File: src/rtl/rob_pkg.sv
// Shared widths, reserved encodings and the slot record for the in-order commit stage.
package rob_pkg;

    localparam int NALU   = 3;
    localparam int CNT_W  = 4;
    localparam int DATA_W = 32;
    localparam int ADDR_W = 32;
    localparam int REG_W  = 5;
    localparam int UNIT_W = 3;
    localparam int NSLOT  = NALU + 1;

    localparam logic [CNT_W-1:0]  CntFirst = '0;
    localparam logic [CNT_W-1:0]  CntLast  = '1;
    localparam logic [UNIT_W-1:0] NoUnit   = '0;
    localparam logic [UNIT_W-1:0] MemUnit  = UNIT_W'(NALU + 1);

    // One finished result waiting to retire.
    typedef struct packed {
        logic              valid;
        logic [CNT_W-1:0]  cnt;
        logic [REG_W-1:0]  rd;
        logic [DATA_W-1:0] data;
        logic              jmp;
        logic [ADDR_W-1:0] jaddr;
    } slot_t;

    // Issue counter successor; CntFirst means "no instruction" and is skipped.
    function automatic logic [CNT_W-1:0] cnt_next(input logic [CNT_W-1:0] c);
        return (c == CntLast) ? CNT_W'(1) : c + CNT_W'(1);
    endfunction

endpackage

File: src/rtl/rob_slot.sv
// One per-unit result slot: capture, clear on commit, tag compare, overwrite detect.
module rob_slot
    import rob_pkg::*;
(
    input  logic             clk,
    input  logic             rst,
    input  logic             cap_vld,
    input  slot_t            cap,
    input  logic             clr,
    input  logic [CNT_W-1:0] expected,
    output slot_t            ent,
    output logic             match,
    output logic             err
);

    logic cap_ok;

    // A unit may refill its slot on the same edge the old entry retires.
    assign cap_ok = cap_vld && (cap.cnt != CntFirst) && (!ent.valid || clr);
    assign err    = cap_vld && ((cap.cnt == CntFirst) || (ent.valid && !clr));
    assign match  = ent.valid && (ent.cnt == expected);

    // Capture wins over clear so a same-edge refill survives the commit.
    always_ff @(posedge clk) begin
        if (!rst) begin
            ent <= '0;
        end else if (cap_ok) begin
            ent       <= cap;
            ent.valid <= 1'b1;
        end else if (clr) begin
            ent.valid <= 1'b0;
        end
    end

endmodule

File: src/rtl/rob_commit.sv
// In-order commit: per-unit result slots, retire the slot holding the expected tag.
module rob_commit
    import rob_pkg::*;
(
    input  logic                     clk,
    input  logic                     rst,
    input  logic [NALU-1:0]          i_ALU_valid,
    input  logic [NALU*CNT_W-1:0]    i_ALU_cnt,
    input  logic [NALU*REG_W-1:0]    i_ALU_rd,
    input  logic [NALU*DATA_W-1:0]   i_ALU_data,
    input  logic [NALU-1:0]          i_ALU_jmp,
    input  logic [NALU*ADDR_W-1:0]   i_ALU_jaddr,
    input  logic                     i_MEM_valid,
    input  logic [CNT_W-1:0]         i_MEM_cnt,
    input  logic [REG_W-1:0]         i_MEM_rd,
    input  logic [DATA_W-1:0]        i_MEM_data,
    output logic [REG_W-1:0]         o_IDSUE_wreg,
    output logic [DATA_W-1:0]        o_IDSUE_wdata,
    output logic [UNIT_W-1:0]        o_IDSUE_free,
    output logic                     o_PCREG_jmp,
    output logic [ADDR_W-1:0]        o_PCREG_addr,
    output logic                     o_err
);

    slot_t              cap [NSLOT];
    slot_t              ent [NSLOT];
    logic [NSLOT-1:0]   cap_vld;
    logic [NSLOT-1:0]   match;
    logic [NSLOT-1:0]   slot_err;
    logic [CNT_W-1:0]   expected;
    slot_t              sel;
    logic [UNIT_W-1:0]  sel_unit;

    assign cap_vld = {i_MEM_valid, i_ALU_valid};

    genvar u;
    generate
        for (u = 0; u < NALU; u++) begin : g_alu_cap
            assign cap[u] = '{valid: 1'b1,
                              cnt:   i_ALU_cnt[u*CNT_W +: CNT_W],
                              rd:    i_ALU_rd[u*REG_W +: REG_W],
                              data:  i_ALU_data[u*DATA_W +: DATA_W],
                              jmp:   i_ALU_jmp[u],
                              jaddr: i_ALU_jaddr[u*ADDR_W +: ADDR_W]};
        end
    endgenerate

    // MEM never redirects.
    assign cap[NALU] = '{valid: 1'b1, cnt: i_MEM_cnt, rd: i_MEM_rd,
                         data: i_MEM_data, jmp: 1'b0, jaddr: '0};

    generate
        for (u = 0; u < NSLOT; u++) begin : g_slot
            rob_slot u_slot (
                .clk      (clk),
                .rst      (rst),
                .cap_vld  (cap_vld[u]),
                .cap      (cap[u]),
                .clr      (match[u]),
                .expected (expected),
                .ent      (ent[u]),
                .match    (match[u]),
                .err      (slot_err[u])
            );
        end
    endgenerate

    // Tags are unique among live slots, so match is one-hot and an OR mux suffices.
    always_comb begin
        sel      = '0;
        sel_unit = NoUnit;
        for (int k = 0; k < NSLOT; k++) begin
            if (match[k]) begin
                sel      = sel | ent[k];
                sel_unit = sel_unit | UNIT_W'(k + 1);
            end
        end
    end

    // Retire register bank and expected-tag counter; wdata/addr hold when idle.
    always_ff @(posedge clk) begin
        if (!rst) begin
            expected      <= CNT_W'(1);
            o_IDSUE_wreg  <= '0;
            o_IDSUE_wdata <= '0;
            o_IDSUE_free  <= NoUnit;
            o_PCREG_jmp   <= 1'b0;
            o_PCREG_addr  <= '0;
            o_err         <= 1'b0;
        end else begin
            o_err <= o_err | (|slot_err);
            if (|match) begin
                expected      <= cnt_next(expected);
                o_IDSUE_free  <= sel_unit;
                o_IDSUE_wreg  <= sel.rd;   // rd=0 already encodes "no write"
                o_IDSUE_wdata <= sel.data;
                o_PCREG_jmp   <= sel.jmp;
                o_PCREG_addr  <= sel.jaddr;
            end else begin
                o_IDSUE_free  <= NoUnit;
                o_IDSUE_wreg  <= '0;
                o_PCREG_jmp   <= 1'b0;
            end
        end
    end

endmodule
File: config.mk
export PLATFORM = sky130hd
export DESIGN_NAME = rob_commit
export DESIGN_NICKNAME = d
export VERILOG_FILES = /design/src/rtl/rob_pkg.sv /design/src/rtl/rob_slot.sv /design/src/rtl/rob_commit.sv
export SDC_FILE = /design/constraint.sdc
export NUM_CORES = 1
export LEC_CHECK = 0
export BUFFER_PORTS_ARGS = -buffer_cell sky130_fd_sc_hd__buf_2
export CAP_MARGIN = 20
export CORE_MARGIN = 1
export CORE_UTILIZATION = 55
export CTS_BUF_LIST = sky130_fd_sc_hd__clkbuf_4 sky130_fd_sc_hd__clkbuf_8
export DETAILED_ROUTE_END_ITERATION = 16
export GPL_ROUTABILITY_DRIVEN = 0
export HOLD_SLACK_MARGIN = 0.08
export PLACE_DENSITY = 0.82
export SYNTH_ARGS = -nofsm -noshare
export SYNTH_HDL_FRONTEND = slang
export SYNTH_SLANG_ARGS = --single-unit
File: constraint.sdc
create_clock -name clk -period 2.6 [get_ports clk]
set_input_delay 0.52 -clock clk [delete_from_list [all_inputs] [get_ports clk]]
set_output_delay 0.52 -clock clk [all_outputs]
set_load 0.05 [all_outputs]
Word level (Yosys, flattened, before mapping)
Cells that the tools add are included.

operators by class
  add/sub/neg operators = 1
  equal/unequal tests = 5
  multiplexer cells = 17
  bitwise gates (word level) = 4
  reduce and logical (&&, ||, !) cells = 51

operators with widths
  kind                                                            count
  70-bit 2-to-1 mux                                               4
  70-bit bitwise OR                                               3
  1-bit logical AND                                               20
  4-bit equality test                                             4
  4-bit logical NOT                                               4
  4-bit nonzero test                                              4
  1-bit 2-to-1 mux                                                9
  1-bit logical NOT                                               8
  1-bit logical OR                                                8
  2-bit nonzero test                                              4
  4-bit OR reduction                                              2
  4-bit by 1-bit adder with 4-bit output (second input constant)  1
  4-bit equality test (second input constant)                     1
  2-bit 2-to-1 mux                                                2
  4-bit 2-to-1 mux                                                1
  3-bit 2-to-1 mux                                                1
  2-bit AND reduction                                             1
  1-bit bitwise OR                                                1

word-level totals
  bits in registers = 345

Depth between registers and ports, before layout
  depth in word-level cells = 9
  gate-level depth with buffers = 8
  mapped depth without buffers = 5

Modules after synthesis
From an unflattened synthesis, not the netlist that was laid out.

second synthesis, totals
  cells, all modules = 1758
  area total of the unflattened synthesis = 15773.9 µm²

modules (own cells, without submodules)
  module      instances  cells an instance  area an instance (µm²)  seq. area each (µm²)
  rob_slot    4          333                3032.9                  1501.4
  rob_commit  1          426                3642.2                  1561.5

Worst setup path after synthesis
OpenSTA, ideal clock, no wires.

  path type = input -> register
  from = in i_ALU_cnt[7]
  to = reg, netlist name g_slot[1].u_slot.ent[46]
  setup time = 0.070 ns
  arrival = 1.836 ns
  path slack = 0.694 ns
  cell stages on the path = 6
  buffers on the path = 2
  cells stage by stage = or4_1 -> nand3_1 -> buf_2 -> buf_1 -> nand2_1 -> a21oi_1

between the ends
  cells in the longest elaborated chain, start to end = 3

ends and longest elaborated chain
  item                            line             text
  start, declared                 rob_commit.sv:8  input logic [NALU*CNT_W-1:0] i_ALU_cnt,
  4-bit nonzero test              rob_slot.sv:19   assign cap_ok = cap_vld && (cap.cnt != CntFirst) && (!ent.valid || clr);
  1-bit logical AND (2 in a row)  rob_slot.sv:19

No other way between the ends.
A chain may end at the register's enable or synchronous reset.

Worst setup path after layout
  from = reg expected[1]
  to = reg o_IDSUE_wdata[9]

between the ends
  cells in the longest elaborated chain, start to end = 9
  elaborated cells on any way between the ends = 16
  those cells by class = 4 x eq/ne; 4 x mux; 3 x bitwise; 5 x reduce/logical

ends and longest elaborated chain
  item                    line              text
  start, declared         rob_commit.sv:30  logic [CNT_W-1:0] expected;
  start signal, assigned  rob_commit.sv:93  expected <= cnt_next(expected);
  4-bit equality test     rob_slot.sv:21    assign match = ent.valid && (ent.cnt == expected);
  1-bit logical AND       rob_slot.sv:21
  70-bit 2-to-1 mux       rob_commit.sv:73  if (match[k]) begin
  70-bit bitwise OR       rob_commit.sv:74  sel = sel | ent[k];
  70-bit 2-to-1 mux       rob_commit.sv:73
  70-bit bitwise OR       rob_commit.sv:74
  70-bit 2-to-1 mux       rob_commit.sv:73
  70-bit bitwise OR       rob_commit.sv:74
  70-bit 2-to-1 mux       rob_commit.sv:73
  end signal, assigned    rob_commit.sv:96  o_IDSUE_wdata <= sel.data;
  end, declared           rob_commit.sv:18  output logic [DATA_W-1:0] o_IDSUE_wdata,

Parallel ways exist; a longest one is shown, timed or not.

==> load_flow_metrics.sql <==
INSERT INTO impl_metrics (metric_group, metric, value, unit) VALUES
('status', 'status', 'finished clean', ''),
('pwr', 'share_clk_of_total_power', '0.365', ''),
('sta', 'fin_tns_setup', '0', 'ns'),
('clock_tree', 'cts_tree', 'yes', ''),
('pwr', 'internal_power', '9620', 'uW'),
('synth', 'synth.top_cells.by_area', 'sky130_fd_sc_hd__dfxtp_1, sky130_fd_sc_hd__nand2_1, sky130_fd_sc_hd__a21oi_1', ''),
('synth', 'synth-main-ff-cell', 'sky130_fd_sc_hd__dfxtp_1', ''),
('worst_setup_path', 'critPathLaunchType', 'flop', ''),
('floorplan', 'core_area', '0.0237', 'mm2'),
('worst_setup_path', 'critPathArrivalTime', '2.86', 'ns'),
('sta', 'setup_viol', '0', ''),
('global_route', 'pin_count_of_the_biggest_net_entering_global_routing', '74', ''),
('worst_setup_path', 'cp.required', '3.08', 'ns'),
('sta', 'rsz0062_at_grt', 'false', ''),
('floorplan', 'die-width', '158', 'um'),
('clock_tree', 'clock_sinks', '345', ''),
('pwr', 'ir_drop', '0.589', 'mV'),
('clock_tree', 'setup_buffers_after_cts', '0', ''),
('layout', 'finish.net_count', '2090', ''),
('global_route', 'grt.met1_usage', '0.373', ''),
('worst_setup_path', 'critical_path_peak_fanout', '17', ''),
('global_route', 'via_count_of_the_first_global_routing_pass', '12200', ''),
('routing', 'detail_route.wl_per_cell', '18.2', 'um'),
('synth', 'synth.largest_area_cell', 'sky130_fd_sc_hd__dfxtp_1', ''),
('pwr', 'leakage', '0.00686', 'uW'),
('placed_design', 'place_hpwl', '25.5', 'mm'),
('synth', 'synth_edf_count', '0', ''),
('synth', 'synth_seq_cells', '345', ''),
('sta', 'number_of_hold_slack_violations_in_the_final_timing_report', '0', ''),
('floorplan', 'die_area', '0.0249', 'mm2'),
('clock_tree', 'clock_tree.htree_level_count', '2', ''),
('synth', 'ys_top_cells_by_count', 'sky130_fd_sc_hd__nand2_1, sky130_fd_sc_hd__dfxtp_1, sky130_fd_sc_hd__a21oi_1', ''),
('layout', 'layout.filler_cells', '1881', ''),
('synth', 'gate_count_post_synth', '1517', ''),
('placed_design', 'port_buffers', '342', ''),
('global_route', 'grt_antenna_before_repair', '10', ''),
('synth', 'post-synth-top-area-fraction', '0.517', ''),
('sta', 'timing.clock.skew', '0.0389', 'ns'),
('worst_setup_path', 'critical_path_class', 'reg -> reg', ''),
('placed_design', 'numPlacedInstances', '2082', ''),
('floorplan', 'initial_core_util', '0.565', ''),
('sta', 'worst_pin_slew', '0.747', 'ns'),
('sta', 'fin_crit', '2.38', 'ns'),
('sta', 'fin_worst_setup_slack', '0.222', 'ns'),
('clock_tree', 'numCtsBuffers', '55', ''),
('synth', 'synthesis.area', '0.0134', 'mm2'),
('sta', 'fmax', '0.421', 'GHz'),
('clock_tree', 'clockRootBuffer', 'sky130_fd_sc_hd__clkbuf_8', ''),
('synth', 'synth_async_sr_flop_share', '0', ''),
('routing', 'antenna_left', '0', ''),
('global_route', 'grt_overflow', '0', ''),
('synth', 'synth_cell_type_count', '43', ''),
('layout', 'area_taken_by_multi_input_logic_gates', '0.00575', 'mm2'),
('routing', 'vias', '12500', ''),
('clock_tree', 'cts.clk_slew.worst_paths', '0.06', 'ns'),
('routing', 'detailedRoute.firstIterationViolations', '1159', ''),
('pwr', 'power_frac_comb', '0.195', ''),
('global_route', 'grt_util_met3', '0.0876', ''),
('pwr', 'power.density_cell_area', '833', 'mW/mm2'),
('layout', 'final_core_util', '0.697', ''),
('global_route', 'grtUsageTotal', '0.314', ''),
('synth', 'seq_area_frac_synth', '0.517', ''),
('routing', 'detail_route.first_pass.iterations', '9', ''),
('floorplan', 'top_level_ports', '343', ''),
('clock_tree', 'cts.hold.buffers_added', '0', ''),
('hold_path', 'hold_path_class', 'in -> reg', ''),
('placed_design', 'detailedPlace.worstSlack', '0.303', 'ns'),
('layout', 'final-seq-area', '0.00691', 'mm2'),
('layout', 'finalNonFillerCells', '2189', ''),
('synth', 'syn-num-nets', '1787', ''),
('routing', 'drt_drc_violations_left', '0', '');
## area by class of cell
| class | instances | area share |
|---|---|---|
| Tap cell | 319 | 0.0242 |
| Clock inverter | 9 | 0.00766 |
| Sequential cell | 345 | 0.419 |
| Timing Repair Buffer | 377 | 0.133 |
| Clock buffer | 89 | 0.0659 |
| Inverter | 3 | 0.00114 |
| Multi-Input combinational cell | 1038 | 0.349 |
| Antenna cell | 9 | 0.00136 |
## registers in the layout, summed over array words and instances, names as in the netlist
signal	count
o_PCREG_addr	32
o_err	1
o_IDSUE_wreg	5
o_IDSUE_free	3
o_PCREG_jmp	1
g_slot.u_slot.ent	267
expected	4
o_IDSUE_wdata	32
## metal layers
metal / vias up / wire length, um
met5: - / 31
met4: 4 / 1310
met3: 114 / 4080
met2: 666 / 19000
met1: 5833 / 15300
li1: 5901 / -
## final timing paths
kind | end | cells after the start | slack (ns) | startpoint
setup / recovery | o_IDSUE_wdata[9] | 6 | 0.22 | expected[1]
hold / removal | g_slot[1].u_slot.ent[14] | 3 | 0.16 | i_ALU_jaddr[46]
setup reg to reg | o_IDSUE_wdata[9] | 6 | 0.22 | expected[1]
hold reg to reg | g_slot[1].u_slot.ent[52] | 2 | 0.45 | g_slot[1].u_slot.ent[52]
## placed cells by master, fill, tap and decap left out, types with 4 or more instances in the layout
cell type                    n
sky130_fd_sc_hd__nand2_1   378
sky130_fd_sc_hd__o21ai_0     4
sky130_fd_sc_hd__xnor2_1     4
sky130_fd_sc_hd__mux2i_1    75
sky130_fd_sc_hd__clkbuf_4   22
sky130_fd_sc_hd__buf_2     342
sky130_fd_sc_hd__buf_4      18
sky130_fd_sc_hd__nor2_1     80
sky130_fd_sc_hd__a211oi_1    5
sky130_fd_sc_hd__nand3_1    67
sky130_fd_sc_hd__clkbuf_8   67
sky130_fd_sc_hd__a21oi_1   218
sky130_fd_sc_hd__a31oi_1    32
sky130_fd_sc_hd__xor2_1      9
sky130_fd_sc_hd__a222oi_1   33
sky130_fd_sc_hd__diode_2     9
sky130_fd_sc_hd__clkinv_2    4
sky130_fd_sc_hd__buf_12     17
sky130_fd_sc_hd__a22oi_1    74
sky130_fd_sc_hd__dfxtp_1   345
sky130_fd_sc_hd__nand2_2    10
sky130_fd_sc_hd__a21oi_2    10
## cells by family (layout without fill, tap and decap cells)
kind of cell | count (synthesis) | in the layout | synth area share
AOI/OAI and AO/OA | 386 | 386 | 0.185
xor gates and xnor gates | 16 | 16 | 0.0122
adders and majority gates | 1 | 1 | 0.000936
buffers and inverters | 134 | 478 | 0.0567
DFF | 345 | 345 | 0.517
muxes | 75 | 75 | 0.0561
other | 0 | 9 | 0
and+or+nand+nor | 560 | 560 | 0.173
## worst max-delay path: stages (launching register included)
cell	delay, ns
sky130_fd_sc_hd__dfxtp_1	0.53
sky130_fd_sc_hd__xor2_1	0.18
sky130_fd_sc_hd__or4_4	0.61
sky130_fd_sc_hd__nor2_8	0.29
sky130_fd_sc_hd__buf_4	0.32
sky130_fd_sc_hd__a22oi_1	0.13
sky130_fd_sc_hd__a31oi_1	0.20
## stage by stage
stage / power, uW / area [um2]
3_5_place_dp: 8810 / 15300
3_3_place_gp: 8720 / 15300
5_1_grt: 14300 / 16500
4_1_cts: 13800 / 16500
2_1_floorplan: 7930 / 13400
6_report: 13700 / 16500
## power groups by stage
stage | sequential, uW | combinational [uW] | clock [uW]
final | 6050 | 2680 | 5010
after global routing | 6090 | 2880 | 5330
after CTS | 6040 | 2670 | 5080
after detailed placement | 6150 | 2660 | 0
after global placement | 6130 | 2590 | 0
after floorplan | 6270 | 1660 | 0
Power figures use the tool's default switching activity.
